$ cat src/rtl/wb_cmd_master_pkg.sv
// ----------------------------------------------------------------------------
// wb_cmd_master_pkg
//   Shared types for the Wishbone command master: the FSM state encoding and
//   the response status codes returned on rsp_status.
// ----------------------------------------------------------------------------
package wb_cmd_master_pkg;

    typedef enum logic [1:0] {
        ST_IDLE = 2'd0,
        ST_BUS  = 2'd1,
        ST_RESP = 2'd2
    } state_e;

    typedef enum logic [1:0] {
        RSP_OK      = 2'd0,
        RSP_ERR     = 2'd1,
        RSP_TIMEOUT = 2'd2
    } rsp_status_e;

endpackage

$ cat src/rtl/wb_if.sv
// ----------------------------------------------------------------------------
// wb_if
//   Classic Wishbone bus bundle.
//   master modport : drives cyc/stb/we/adr/sel/dat_w, samples dat_r/ack/err
//   slave modport  : the reverse
//   There is no RTY line: a retry is indistinguishable from a slave that has
//   not answered yet, so it would only ever run into the timeout.
// ----------------------------------------------------------------------------
interface wb_if #(
    parameter int AW = 32,
    parameter int DW = 32
);
    logic            cyc;
    logic            stb;
    logic            we;
    logic [AW-1:0]   adr;
    logic [DW/8-1:0] sel;
    logic [DW-1:0]   dat_w;
    logic [DW-1:0]   dat_r;
    logic            ack;
    logic            err;

    modport master (output cyc, stb, we, adr, sel, dat_w,
                    input  dat_r, ack, err);
    modport slave  (input  cyc, stb, we, adr, sel, dat_w,
                    output dat_r, ack, err);
endinterface

$ cat src/rtl/wb_cmd_master_fifo.sv
// ----------------------------------------------------------------------------
// wb_cmd_master_fifo
//   Synchronous show-ahead FIFO: o_data always presents the head entry, and a
//   pop consumes it at the same edge. DEPTH must be a power of two so the
//   pointers wrap naturally.
//   Ports: clk, rst_i (sync, active-high), i_push/i_data, i_pop/o_data,
//          o_full, o_empty, o_count (registered occupancy)
// ----------------------------------------------------------------------------
module wb_cmd_master_fifo #(
    parameter  int WIDTH = 8,
    parameter  int DEPTH = 4,
    localparam int PTR_W = $clog2(DEPTH),
    localparam int CNT_W = PTR_W + 1
) (
    input  logic             clk,
    input  logic             rst_i,
    input  logic             i_push,
    input  logic [WIDTH-1:0] i_data,
    input  logic             i_pop,
    output logic [WIDTH-1:0] o_data,
    output logic             o_full,
    output logic             o_empty,
    output logic [CNT_W-1:0] o_count
);

    logic [WIDTH-1:0] r_mem [DEPTH];
    logic [PTR_W-1:0] r_wr_ptr;
    logic [PTR_W-1:0] r_rd_ptr;
    logic [CNT_W-1:0] r_count;
    logic             w_do_push;
    logic             w_do_pop;

    // Flags come from the registered count only, so a pop in the same cycle
    // never makes a full FIFO look ready.
    assign o_full    = (r_count == CNT_W'(DEPTH));
    assign o_empty   = (r_count == '0);
    assign o_count   = r_count;
    assign o_data    = r_mem[r_rd_ptr];
    assign w_do_push = i_push && !o_full;
    assign w_do_pop  = i_pop && !o_empty;

    always_ff @(posedge clk) begin
        if (rst_i) begin
            r_wr_ptr <= '0;
            r_rd_ptr <= '0;
            r_count  <= '0;
        end else begin
            if (w_do_push) r_wr_ptr <= r_wr_ptr + 1'b1;
            if (w_do_pop)  r_rd_ptr <= r_rd_ptr + 1'b1;
            case ({w_do_push, w_do_pop})
                2'b10:   r_count <= r_count + 1'b1;
                2'b01:   r_count <= r_count - 1'b1;
                default: r_count <= r_count;
            endcase
        end
    end

    // Storage needs no reset; emptiness is tracked by the pointers/count.
    always_ff @(posedge clk) begin
        if (w_do_push) r_mem[r_wr_ptr] <= i_data;
    end

endmodule

$ cat src/rtl/wb_cmd_master.sv
// ----------------------------------------------------------------------------
// wb_cmd_master
//   Wishbone initiator fed by a valid/ready command stream. Each command
//   becomes one classic single read/write cycle; exactly one response is
//   returned per command, in order. One bus transaction outstanding.
//   Ports:
//     clk, rst_i                     clock, sync active-high reset
//     cmd_valid/cmd_ready            command handshake
//     cmd_we/cmd_adr/cmd_dat/cmd_sel command payload
//     rsp_valid/rsp_ready            response handshake
//     rsp_dat/rsp_status             read data (0 unless OK read), 0/1/2 = OK/ERR/TIMEOUT
//     busy                           commands queued or transaction in progress
//     m                              Wishbone master port
// ----------------------------------------------------------------------------
module wb_cmd_master
    import wb_cmd_master_pkg::*;
#(
    parameter int WB_ADDR_WIDTH  = 32,
    parameter int WB_DATA_WIDTH  = 32,
    parameter int CMD_FIFO_DEPTH = 4,
    parameter int TIMEOUT_CYCLES = 256
) (
    input  logic                       clk,
    input  logic                       rst_i,
    input  logic                       cmd_valid,
    output logic                       cmd_ready,
    input  logic                       cmd_we,
    input  logic [WB_ADDR_WIDTH-1:0]   cmd_adr,
    input  logic [WB_DATA_WIDTH-1:0]   cmd_dat,
    input  logic [WB_DATA_WIDTH/8-1:0] cmd_sel,
    output logic                       rsp_valid,
    input  logic                       rsp_ready,
    output logic [WB_DATA_WIDTH-1:0]   rsp_dat,
    output logic [1:0]                 rsp_status,
    output logic                       busy,
    wb_if.master                       m
);

    localparam int AW     = WB_ADDR_WIDTH;
    localparam int DW     = WB_DATA_WIDTH;
    localparam int SW     = WB_DATA_WIDTH / 8;
    localparam int CMD_W  = 1 + AW + DW + SW;
    localparam int CNT_W  = (TIMEOUT_CYCLES > 1) ? $clog2(TIMEOUT_CYCLES) : 1;
    localparam logic [CNT_W-1:0] CNT_LAST =
        CNT_W'((TIMEOUT_CYCLES > 0) ? TIMEOUT_CYCLES - 1 : 0);
    localparam int FCNT_W = $clog2(CMD_FIFO_DEPTH) + 1;

    state_e             r_state;
    logic               r_cyc;
    logic               r_stb;
    logic               r_we;
    logic [AW-1:0]      r_adr;
    logic [SW-1:0]      r_sel;
    logic [DW-1:0]      r_dat_w;
    logic               r_rsp_valid;
    logic [DW-1:0]      r_rsp_dat;
    rsp_status_e        r_rsp_status;
    logic [CNT_W-1:0]   r_cnt;

    logic               w_full;
    logic               w_empty;
    logic [FCNT_W-1:0]  w_count;
    logic [CMD_W-1:0]   w_head;
    logic               w_head_we;
    logic [AW-1:0]      w_head_adr;
    logic [DW-1:0]      w_head_dat;
    logic [SW-1:0]      w_head_sel;
    logic               w_pop;
    logic               w_timeout;
    logic               w_bus_done;

    wb_cmd_master_fifo #(
        .WIDTH (CMD_W),
        .DEPTH (CMD_FIFO_DEPTH)
    ) u_fifo (
        .clk     (clk),
        .rst_i   (rst_i),
        .i_push  (cmd_valid && cmd_ready),
        .i_data  ({cmd_we, cmd_adr, cmd_dat, cmd_sel}),
        .i_pop   (w_pop),
        .o_data  (w_head),
        .o_full  (w_full),
        .o_empty (w_empty),
        .o_count (w_count)
    );

    assign {w_head_we, w_head_adr, w_head_dat, w_head_sel} = w_head;

    // A new command is launched from IDLE, or straight from RESP as the
    // previous response is consumed (leaving exactly one dead bus cycle).
    assign w_pop = !w_empty &&
                   ((r_state == ST_IDLE) || ((r_state == ST_RESP) && rsp_ready));

    assign w_timeout  = (TIMEOUT_CYCLES != 0) && (r_cnt == CNT_LAST);
    assign w_bus_done = m.err || m.ack || w_timeout;

    assign cmd_ready  = !w_full;
    assign busy       = (w_count != '0) || (r_state != ST_IDLE);
    assign rsp_valid  = r_rsp_valid;
    assign rsp_dat    = r_rsp_dat;
    assign rsp_status = r_rsp_status;

    assign m.cyc   = r_cyc;
    assign m.stb   = r_stb;
    assign m.we    = r_we;
    assign m.adr   = r_adr;
    assign m.sel   = r_sel;
    assign m.dat_w = r_dat_w;

    always_ff @(posedge clk) begin
        if (rst_i) begin
            r_state      <= ST_IDLE;
            r_cyc        <= 1'b0;
            r_stb        <= 1'b0;
            r_we         <= 1'b0;
            r_adr        <= '0;
            r_sel        <= '0;
            r_dat_w      <= '0;
            r_rsp_valid  <= 1'b0;
            r_rsp_dat    <= '0;
            r_rsp_status <= RSP_OK;
            r_cnt        <= '0;
        end else begin
            case (r_state)
                ST_IDLE: begin
                    if (!w_empty) r_state <= ST_BUS;
                end
                ST_BUS: begin
                    if (w_bus_done) begin
                        r_cyc       <= 1'b0;
                        r_stb       <= 1'b0;
                        r_rsp_valid <= 1'b1;
                        r_cnt       <= '0;
                        r_state     <= ST_RESP;
                        // ERR outranks ACK, and either outranks an expiring timeout.
                        if (m.err) begin
                            r_rsp_status <= RSP_ERR;
                            r_rsp_dat    <= '0;
                        end else if (m.ack) begin
                            r_rsp_status <= RSP_OK;
                            r_rsp_dat    <= r_we ? '0 : m.dat_r;
                        end else begin
                            r_rsp_status <= RSP_TIMEOUT;
                            r_rsp_dat    <= '0;
                        end
                    end else begin
                        r_cnt <= r_cnt + 1'b1;
                    end
                end
                ST_RESP: begin
                    if (rsp_ready) begin
                        r_rsp_valid <= 1'b0;
                        r_state     <= w_empty ? ST_IDLE : ST_BUS;
                    end
                end
                default: r_state <= ST_IDLE;
            endcase

            // Bus launch shared by IDLE and RESP; never coincides with BUS.
            if (w_pop) begin
                r_cyc   <= 1'b1;
                r_stb   <= 1'b1;
                r_we    <= w_head_we;
                r_adr   <= w_head_adr;
                r_sel   <= w_head_sel;
                r_dat_w <= w_head_dat;
            end
        end
    end

endmodule

$ cat src/flat_wrapper.sv
// flat-port wrapper written by rule: the top's interface ports become plain ports
module wb_cmd_master_flat import wb_cmd_master_pkg::*;
#(
    parameter int WB_ADDR_WIDTH  = 32,
    parameter int WB_DATA_WIDTH  = 32,
    parameter int CMD_FIFO_DEPTH = 4,
    parameter int TIMEOUT_CYCLES = 256
)
  (clk, rst_i, cmd_valid, cmd_ready, cmd_we, cmd_adr, cmd_dat, cmd_sel, rsp_valid, rsp_ready, rsp_dat, rsp_status, busy, m_cyc, m_stb, m_we, m_adr, m_sel, m_dat_w, m_dat_r, m_ack, m_err);
  wb_if #(.AW(32), .DW(32)) m_i ();
  input  logic clk;
  input  logic rst_i;
  input  logic cmd_valid;
  output logic cmd_ready;
  input  logic cmd_we;
  input  logic [WB_ADDR_WIDTH-1:0] cmd_adr;
  input  logic [WB_DATA_WIDTH-1:0] cmd_dat;
  input  logic [WB_DATA_WIDTH/8-1:0] cmd_sel;
  output logic rsp_valid;
  input  logic rsp_ready;
  output logic [WB_DATA_WIDTH-1:0] rsp_dat;
  output logic [1:0] rsp_status;
  output logic busy;
  output wire logic [$bits(m_i.cyc)-1:0] m_cyc;
  output wire logic [$bits(m_i.stb)-1:0] m_stb;
  output wire logic [$bits(m_i.we)-1:0] m_we;
  output wire logic [$bits(m_i.adr)-1:0] m_adr;
  output wire logic [$bits(m_i.sel)-1:0] m_sel;
  output wire logic [$bits(m_i.dat_w)-1:0] m_dat_w;
  input wire logic [$bits(m_i.dat_r)-1:0] m_dat_r;
  input wire logic [$bits(m_i.ack)-1:0] m_ack;
  input wire logic [$bits(m_i.err)-1:0] m_err;
  assign m_cyc = m_i.cyc;
  assign m_stb = m_i.stb;
  assign m_we = m_i.we;
  assign m_adr = m_i.adr;
  assign m_sel = m_i.sel;
  assign m_dat_w = m_i.dat_w;
  assign m_i.dat_r = m_dat_r;
  assign m_i.ack = m_ack;
  assign m_i.err = m_err;
  wb_cmd_master #(.WB_ADDR_WIDTH(WB_ADDR_WIDTH), .WB_DATA_WIDTH(WB_DATA_WIDTH), .CMD_FIFO_DEPTH(CMD_FIFO_DEPTH), .TIMEOUT_CYCLES(TIMEOUT_CYCLES)) u_core (.clk(clk), .rst_i(rst_i), .cmd_valid(cmd_valid), .cmd_ready(cmd_ready), .cmd_we(cmd_we), .cmd_adr(cmd_adr), .cmd_dat(cmd_dat), .cmd_sel(cmd_sel), .rsp_valid(rsp_valid), .rsp_ready(rsp_ready), .rsp_dat(rsp_dat), .rsp_status(rsp_status), .busy(busy), .m(m_i));
endmodule
$ cat config.mk
export PLATFORM = sky130hd
export DESIGN_NAME = wb_cmd_master_flat
export DESIGN_NICKNAME = d
export VERILOG_FILES = /design/src/rtl/wb_cmd_master_pkg.sv /design/src/rtl/wb_if.sv /design/src/rtl/wb_cmd_master_fifo.sv /design/src/rtl/wb_cmd_master.sv /design/src/flat_wrapper.sv
export SDC_FILE = /design/constraint.sdc
export NUM_CORES = 1
export LEC_CHECK = 0
export BUFFER_PORTS_ARGS = -buffer_cell sky130_fd_sc_hd__buf_2
export CAP_MARGIN = 20
export CORE_ASPECT_RATIO = 0.9
export CORE_UTILIZATION = 45
export DETAILED_ROUTE_END_ITERATION = 8
export GPL_TIMING_DRIVEN = 0
export MAX_ROUTING_LAYER = met4
export PLACE_DENSITY = 0.65
export SLEW_MARGIN = 30
export SYNTH_ARGS = -nofsm -noshare
export SYNTH_HDL_FRONTEND = slang
export SYNTH_SLANG_ARGS = --single-unit
$ cat constraint.sdc
create_clock -name clk -period 4.65 [get_ports clk]
set_input_delay 0.93 -clock clk [delete_from_list [all_inputs] [get_ports clk]]
set_output_delay 0.93 -clock clk [all_outputs]
set_load 0.1 [all_outputs]
### After elaboration in Yosys (flattened, before gate mapping)

Memory sizes are Yosys's and may differ from the RTL's. A register that Yosys moved wholly into a read port is not among the register bits.
Cells that the tools add are included.

* add/sub/neg operators: 5
* multipliers: 0
* divide/modulo/power cells: 0
* $lt $le $gt $ge: 0
* equal/unequal tests: 9
* shift operators: 0
* multiplexer cells: 20
* bitwise gates (word level): 0
* reduce and logical (&&, ||, !) cells: 23

Operators by type and width (count)
* 32-bit two-way mux: 3
* 2-bit two-way mux: 5
* 2-bit nonzero test: 5
* 8-bit by 1-bit adder with 8-bit output, second input constant: 1
* 8-bit equality test, second input constant: 1
* 1-bit two-way mux: 8
* 8-bit two-way mux: 1
* 2-bit case mux with 3 select lines: 1
* 3-bit case mux with 2 select lines: 1
* 3-bit AND reduction: 2
* 1-bit logical AND: 5
* 2-bit by 1-bit adder with 2-bit output, second input constant: 2
* 2-bit by 1-bit equality test with 1-bit output, second input constant: 2
* 2-bit equality test, second input constant: 2
* 1-bit logical OR: 4
* 2-bit inequality test, second input constant: 2
* 2-bit AND reduction: 2
* 3-bit by 1-bit adder with 3-bit output, second input constant: 1
* 3-bit equality test, second input constant: 1
* 3-bit logical NOT: 1
* 3-bit nonzero test: 1
* 3-bit by 1-bit subtractor with 3-bit output, second input constant: 1
* 1-bit logical NOT: 2
* 2-bit logical NOT: 1
* 2 further kinds: 2

* flip-flop bits (word level): 53
* latch bits: 0
* RAM bits: 276
* bits in read-only memories: 0
* input port bits: 107
* output and inout port bits: 108
* logic and storage cells: 67
* memories: 1

Memories
* u_core.u_fifo.r_mem: words 4, bits a word 69, rd ports 1, clocked after memory_dff 1, write ports 1, line wb_cmd_master_fifo.sv:26 `logic [WIDTH-1:0] r_mem [DEPTH];`

### Logic depth before layout (Yosys ltp)

Gate-level depths: netlist of run 1.

* depth after elaboration: 7
* gate-level depth with buffers: 11
* depth with buffers taken out: 9

### Hierarchy

A second synthesis of run 1 with hierarchy kept.

* cells, all modules: 932
* area total of the unflattened synthesis: 14801.7 um2

By module, submodules not included
* wb_cmd_master_fifo: instances 1, cells an instance 415, area each 10435.0 um2, seq. area each 8468.1 um2
* wb_cmd_master: instances 1, cells an instance 517, area each 4366.7 um2, seq. area each 2302.2 um2

### Worst setup path before layout of run 1

Ideal clock, no wire load.

* path kind: reg2reg
* start point: register u_core.u_fifo.r_count[0], in the netlist u_core.u_fifo.o_count[0]
* end point: memory u_core.u_fifo.r_mem[0][0] (netlist name), enable pin
* library setup time: 0.435 ns
* arrival: 2.923 ns
* data required time: 4.215 ns
* slack: 1.292 ns
* stages on the path, launching flop included: 3
* path buffers: 0
* clock period less this slack: 3.358 ns
* cells stage by stage: dfxtp_1 -> or3b_1 -> and3_1

* longest elaborated chain between the ends: 6

RTL lines
* start, declared: line wb_cmd_master_fifo.sv:29 `logic [CNT_W-1:0] r_count;`
* start signal, assigned: line wb_cmd_master_fifo.sv:51 `2'b10: r_count <= r_count + 1'b1;`
* start signal, assigned: line wb_cmd_master_fifo.sv:52 `2'b01: r_count <= r_count - 1'b1;`
* start signal, assigned: line wb_cmd_master_fifo.sv:53 `default: r_count <= r_count;`
* 3-bit equality test *: line wb_cmd_master_fifo.sv:35 `assign o_full = (r_count == CNT_W'(DEPTH));`
* 1-bit logical NOT *: line wb_cmd_master.sv:97 `assign cmd_ready = !w_full;`
* via cmd_ready: line flat_wrapper.sv:14 `output logic cmd_ready;`
* 1-bit logical AND: line wb_cmd_master.sv:78 `.i_push (cmd_valid && cmd_ready),`
* 1-bit logical AND *: line wb_cmd_master_fifo.sv:39 `assign w_do_push = i_push && !o_full;`
* 1-bit two-way mux *: line wb_cmd_master_fifo.sv:60 `if (w_do_push) r_mem[r_wr_ptr] <= i_data;`
* 1-bit two-way mux (implied by the code) *: line wb_cmd_master_fifo.sv:60
* end, declared: line wb_cmd_master_fifo.sv:26

The timed path passes the listed nets; every way through them passes the cells marked *.

### Worst setup path in the final report of run 1

* start point: input port rsp_ready
* end point: register u_core.u_fifo.r_count[2], in the netlist u_core.u_fifo.o_count[2]

* longest elaborated chain between the ends: 6
* elaborated cells on any way between the ends: 8
* classes of those cells: eq/ne: 2; mux: 1; reduce/logical: 5

RTL lines
* start, declared: line flat_wrapper.sv:20 `input logic rsp_ready;`
* 1-bit logical AND *: line wb_cmd_master.sv:92 `((r_state == ST_IDLE) || ((r_state == ST_RESP) && rsp_ready));`
* 1-bit logical OR *: line wb_cmd_master.sv:92
* 1-bit logical AND *: line wb_cmd_master.sv:91 `assign w_pop = !w_empty &&`
* via u_core.u_fifo.i_pop: line wb_cmd_master_fifo.sv:19 `input logic i_pop,`
* 1-bit logical AND *: line wb_cmd_master_fifo.sv:40 `assign w_do_pop = i_pop && !o_empty;`
* 2-bit by 1-bit equality test with 1-bit output / 2-bit equality test (equally long branches): line wb_cmd_master_fifo.sv:50 `case ({w_do_push, w_do_pop})`
* 3-bit case mux with 2 select lines / 2-bit nonzero test (equally long branches)

Marks and branches as above.
A chain may end at the register's enable or synchronous reset.

==> flow_metrics.tcl, run 1 <==
set metrics [dict create \
    status "finished, final reports clean" \
    setup.worst_path.end_class "flip-flop" \
    hold_path.class "flip-flop to flip-flop" \
    die_x_um 192.3 \
    port_buffers 214 \
    synthArstFlopShare_pct 0 \
    vias 8573 \
    synth_cells 955 \
    clock_sinks 398 \
    min_period_over_period_pct 65.30 \
    grt_overflow 0 \
    wl_met2_um 15610 \
    cpMaxStageDelayCell "fa_1" \
    syn_nets 1069 \
    fin_crit_ps 3037 \
    slew_headroom_pct 53.68 \
    utilization_pct 55.63 \
    syn_area_per_cell_um2 15.35 \
    htreeDepth 2 \
    drive_gt1_share_pct 30.10 \
    holdWs_ps 449.8 \
    fin_worst_skew_ps 20.26 \
    drv_cap 0 \
    top_layer "met4" \
    cts_resized 0 \
    hold_viol_final 0 \
    syn_to_final_growth_pct 21.27 \
    peakVddDrop_uv 498.7 \
    fmax_mhz 329.3 \
    tns_ps 0 \
    required_ps 5110 \
    drc 0 \
    rsz0062_at_grt "no" \
    ys_ff_latch 398 \
    fp.dieH_um 173.2 \
    cts_setup_buffers 0 \
    syn_area_mm2 0.01466 \
    tightest_slew_ps 694.9 \
    crit_path_cell_trace "buf_2 > nor2b_1 > or3_1 > buf_2 > clkinv_2 > buf_4 > ha_1 > inv_1 > fa_1 > xor2_1 > or3_1 > a21oi_1" \
    cp-start-kind "input pin" \
    cts_buffer_depth 3 \
    rows 62 \
    criticalPathCategory "input pin to flip-flop" \
    cts_buffers 41 \
    n_fill_cell 2624 \
    cts_root_buf "clkbuf_16" \
    power_density_mw_per_mm2 710.2 \
    grt_max_degree 40 \
    power.leakage_nw 6.368 \
    viasPerCell 5.118 \
    hold_buffers 0 \
    finalWirelength_um 31940 \
    core_area_mm2 0.03196 \
    first_pass_iters 4 \
    maxSlewViolCount 0 \
    ioPinCount 215 \
    initial_core_util_pct 45.87 \
    yosysUniqueCellTypes 35 \
    wl_met1_um 13420 \
    grt_pass1_vias 8770 \
    worst_ep_arrival_time_ps 3490 \
    dpl.hpwl_um 20820 \
    place_congestion 0.8207 \
    worstSkewPairLatency_ps 540 \
    cts.clk_slew.worst_paths_ps 60 \
    final_common_cell "edfxtp_1" \
    power_w 0.01263 \
    drtIter0Drc 331 \
    grt_pass1_wl_um 48850 \
    cts_tree "yes" \
    most-common-layout-cells "edfxtp_1 (276), buf_2 (225), nand2_1 (179)" \
    wl_met3_um 2279 \
    dieArea_mm2 0.03331 \
    wl_per_cell_um 19.07 \
    cpPeakStageDelay_ps 430 \
    detail-route-antenna-nets 0 \
    ys.warnings.count 0 \
    setup_violations 0 \
    grt_util_all_layers_pct 20.01 \
    antenna_found_initial 9 \
    num-nets-final 1331 \
    path_max_fanout 10 \
    ys.flop_type "edfxtp_1" \
    ys_seq_area_share_pct 73.19 \
    synth-edff-count 276 \
]
-- cells by family after synthesis --
| logic type | after synthesis | synth area share, % |
|---|---|---|
| adders and majority gates | 7 | 0.6486 |
| DFF | 398 | 73.19 |
| and+or+nand+nor | 254 | 7.664 |
| buffers and inverters | 67 | 2.040 |
| xor gates and xnor gates | 9 | 0.5376 |
| muxes | 69 | 10.60 |
| AOI/OAI and AO/OA | 151 | 5.317 |
-- final cells by class --
| cell class | count | area (um^2) | share of cell area (%) |
|---|---|---|---|
| diodes | 10 | 25.02 | 0.1408 |
| plain buffers | 59 | 267.8 | 1.506 |
| clock buffers | 62 | 1177 | 6.623 |
| clock inverters | 13 | 188.9 | 1.063 |
| inverters | 8 | 31.28 | 0.1759 |
| multi-input cells | 490 | 3651 | 20.54 |
| flip-flops and latches | 398 | 10730 | 60.36 |
| well taps | 416 | 520.5 | 2.928 |
| repair buffers | 219 | 1186 | 6.672 |
-- final timing paths --
check / start / cells after the start / slack (ps) / to
setup / recovery: rsp_ready / 12 / 1610 / u_core.u_fifo.o_count[2]$_SDFFE_PP0P_
hold / removal: u_core.rsp_valid$_SDFFE_PP0P_ / 2 / 450 / u_core.rsp_valid$_SDFFE_PP0P_
setup reg to reg: u_core.r_state[1]$_SDFFE_PP0P_ / 11 / 1660 / u_core.u_fifo.o_count[2]$_SDFFE_PP0P_
hold reg to reg: u_core.rsp_valid$_SDFFE_PP0P_ / 2 / 450 / u_core.rsp_valid$_SDFFE_PP0P_
-- metrics by stage --
step	setup WS (ps)	cell area (um^2)	std cells
final	1613	17780	1675
after global routing	1463	17780	1674
after CTS	1630	17750	1665
after detailed placement	1070	16390	1590
after global placement	130.2	16250	1585
after floorplan	1292	14660	955
-- state kept, by name (all words and copies together) (netlist names) --
signal and count:
u_core.u_fifo.r_mem 276, u_core.m.sel 4, u_core.m.adr 32, u_core.r_cnt 8
u_core.m.we 1, u_core.r_state 2, u_core.rsp_dat 32, u_core.rsp_status 2
u_core.rsp_valid 1, u_core.m.cyc 1, u_core.u_fifo.r_rd_ptr 2, u_core.u_fifo.r_wr_ptr 2
u_core.m.dat_w 32, u_core.u_fifo.o_count 3
-- cell usage after synthesis (3+ instances only) --
cell type | instances | area (um^2)
nand2_1 | 179 | 671.9
o21ai_1 | 5 | 25.02
clkbuf_1 | 38 | 142.6
nor3_1 | 9 | 45.04
buf_4 | 8 | 60.06
or3_1 | 4 | 25.02
nand4_1 | 3 | 18.77
buf_2 | 11 | 55.05
inv_1 | 7 | 26.28
o21ai_0 | 63 | 315.3
edfxtp_1 | 276 | 8288
a21oi_1 | 79 | 395.4
nor2_1 | 8 | 30.03
dfxtp_1 | 122 | 2442
mux4_2 | 69 | 1554
xnor2_1 | 4 | 35.03
and3_1 | 6 | 37.54
xor2_1 | 5 | 43.79
nor2b_1 | 34 | 212.7
ha_1 | 6 | 75.07
-- power breakdown --
part	internal, W	switching (W)	total, W
logic	0.00104	0.00368	0.00472
clock network	0.00198	0.00133	0.00331
registers	0.00438	0.000219	0.00460
-- routing by layer --
metal  GRT usage [%]  vias to the layer above
li1                -                     4084
met1           25.05                     4205
met2           32.42                      232
met3           5.101                       52
met4           5.184                        0
met5               -                        -
-- worst max-delay path: cells and delay by family --
kind,cells,cell delay (ps)
compound gates,1,130
buf+inv,5,970
xor+xnor,1,160
fa+ha+maj,2,630
simple gates,3,660
(Power assumes the default switching activity.)
==> run 2: changes to the inputs <==
==> constraint.sdc (replaced) <==
create_clock -name clk -period 3.2 [get_ports clk]
set_input_delay 0.64 -clock clk [delete_from_list [all_inputs] [get_ports clk]]
set_output_delay 0.64 -clock clk [all_outputs]
set_load 0.1 [all_outputs]
==> run 2 against run 1 <==
Worst hold slack lost 120 ps. Clock skew decreased by 6.1 ps. Critical path type is now flip-flop to flip-flop. Combinational power increased by 44%. Final area down 0.75%. Sequential share of layout area grew 0.45 points. Global-route usage shrank 0.53 points. Total power increased by 42%. Sequential power rose by 45%. Count of clock-buffer cells in the layout fell by 8. Flip-flop and latch count did not move. Highest routed layer unchanged. Routed wire length down 1.9%. Largest power group unchanged. Worst setup slack worse by 1300 ps.
==> flow_metrics.tcl, run 2 (synthesized netlist as in run 1, its figures left out) <==
set metrics [dict create \
    worst_r2r_endpoint "u_core.u_fifo.o_count[2]$_SDFFE_PP0P_" \
    cts_root_buf "clkbuf_16" \
    critical_path_buf_inv_count 4 \
    slew_headroom_pct 52.56 \
    fin_crit_ps 2916 \
    crit_path_cell_trace "nor3_1 > or3_1 > buf_2 > clkinv_2 > buf_4 > ha_1 > inv_1 > fa_1 > xor2_1 > or3_1 > a21oi_1" \
    core_area_mm2 0.03196 \
    viasPerCell 5.123 \
    place_congestion 0.8408 \
    min_period_over_period_pct 91.13 \
    path_max_fanout 10 \
    hold_path.class "input pin to flip-flop" \
    ioPinCount 215 \
    initial_core_util_pct 45.87 \
    cpPeakStageDelay_ps 430 \
    syn_to_final_growth_pct 20.36 \
    status "finished, final reports clean" \
    place_ws_ps -28.81 \
    criticalPathCategory "flip-flop to flip-flop" \
    drive_gt1_share_pct 30.10 \
    fin_worst_skew_ps 14.19 \
    drv_cap 0 \
    setup_violations 0 \
    port_buffers 214 \
    vias 8570 \
    n_fill_cell 2637 \
    setup_ws_ps 283.9 \
    worst_path_most_repeated_cell "or3_1" \
    cts_tree "yes" \
    fp.dieH_um 173.2 \
    num-nets-final 1331 \
    power.leakage_nw 6.308 \
    hold_buffers 0 \
    cts_setup_buffers 0 \
    drc 0 \
    required_ps 3640 \
    detail-route-antenna-nets 0 \
    tightest_slew_ps 711.6 \
    first_pass_iters 7 \
    grt_pass1_vias 8681 \
    rows 62 \
    maxSlewViolCount 0 \
    fmax_mhz 342.9 \
    utilization_pct 55.21 \
    grt_util_all_layers_pct 19.48 \
    cts_buffer_depth 3 \
    wl_per_cell_um 18.72 \
    cp-start-kind "flip-flop" \
    cts.clk_slew.worst_paths_ps 60 \
    grt_max_degree 38 \
    cp.depth 11 \
    power_density_mw_per_mm2 1013 \
    grt_overflow 0 \
    dieArea_mm2 0.03331 \
    antenna_found_initial 8 \
    crit_end "u_core.u_fifo.o_count[2]$_SDFFE_PP0P_" \
    htreeDepth 2 \
    reg2reg_depth 11 \
    top_register "u_core.u_fifo.r_mem" \
    clock_sinks 398 \
    largest_register_ffs 276 \
    hold_viol_final 0 \
    reg2reg_slack_ps 280 \
    worst_ep_arrival_time_ps 3360 \
    crit_start "u_core.u_fifo.o_count[0]$_SDFFE_PP0P_" \
    drtIter0Drc 402 \
    reg2reg_from "u_core.u_fifo.o_count[0]$_SDFFE_PP0P_" \
    cpMaxStageDelayCell "fa_1" \
    critPathTopFamily "buffers and inverters" \
    die_x_um 192.3 \
    cts_resized 0 \
    cts_buffers 40 \
    rsz0062_at_grt "no" \
    peakVddDrop_uv 1019 \
    final_common_cell "edfxtp_1" \
    most-common-layout-cells "edfxtp_1 (276), buf_2 (225), nand2_1 (179)" \
    grt_pass1_wl_um 47980 \
    setup.worst_path.end_class "flip-flop" \
    power_w 0.01787 \
    dpl.hpwl_um 20840 \
    finalWirelength_um 31320 \
    worstSkewPairLatency_ps 520 \
]
## run 2: worst reg2reg max path, delay by kind of cell (launching register included)
kind / cells / cell delay (ps)
flip-flops: 1 / 390
buffers and inverters: 4 / 800
XOR/XNOR: 1 / 150
adder cells (fa/ha/maj): 2 / 630
AND/OR/NAND/NOR: 3 / 740
AO/OA/AOI/OAI: 1 / 140
## run 2: final cells by class
| type | instances | area, um^2 | share of cell area, % |
|---|---|---|---|
| multi-input cells | 490 | 3651 | 20.69 |
| flip-flops and latches | 398 | 10730 | 60.81 |
| diodes | 8 | 20.02 | 0.1135 |
| repair buffers | 220 | 1199 | 6.793 |
| plain buffers | 59 | 267.8 | 1.517 |
| well taps | 416 | 520.5 | 2.950 |
| inverters | 8 | 31.28 | 0.1773 |
| clock buffers | 54 | 1095 | 6.204 |
| clock inverters | 20 | 131.4 | 0.7445 |
## run 2: per-stage QoR
| stage | setup TNS, ps | hold slack (ps) | cells | area (um^2) |
|---|---|---|---|---|
| 3_5_place_dp | -28.81 | 444.2 | 1591 | 16400 |
| 3_3_place_gp | 0 | 440.2 | 1585 | 16260 |
| 6_report | 0 | 330.1 | 1673 | 17650 |
| 2_1_floorplan | 0 | 453.6 | 955 | 14670 |
| 4_1_cts | 0 | 315.2 | 1665 | 17630 |
| 5_1_grt | 0 | 316.7 | 1673 | 17650 |
## run 2: routing by layer
metal / part of all wire (%) / GRT usage, % / vias to the layer above / wire length [um]
met3: 7.5 / 4.474 / 52 / 2341
met4: 2.1 / 4.987 / 0 / 665
li1: - / - / 4076 / -
met2: 48 / 31.77 / 256 / 15130
met1: 42 / 24.53 / 4186 / 13190
met5: 0 / - / - / 0
## run 2: how the worst min path moves through the flow
stage	start	endpoint	cells past startpoint
after global placement	u_core.m.adr[17]$_SDFFE_PP0P_	u_core.m.adr[17]$_SDFFE_PP0P_	2
final	cmd_adr[17]	u_core.u_fifo.r_mem[1][53]$_DFFE_PP_	1
after floorplan	u_core.r_cnt[1]$_SDFFE_PP0N_	u_core.r_cnt[1]$_SDFFE_PP0N_	2
after CTS	cmd_dat[9]	u_core.u_fifo.r_mem[0][13]$_DFFE_PP_	1
after detailed placement	u_core.m.dat_w[7]$_SDFFE_PP0P_	u_core.m.dat_w[7]$_SDFFE_PP0P_	2
after global routing	cmd_dat[9]	u_core.u_fifo.r_mem[0][13]$_DFFE_PP_	1
## run 2: power by group
group / leakage (nW) / internal [W] / switching, W / total (W)
logic: 2.18 / 0.00152 / 0.00530 / 0.00682
registers: 3.53 / 0.00636 / 0.000317 / 0.00668
clock network: 0.603 / 0.00249 / 0.00188 / 0.00438
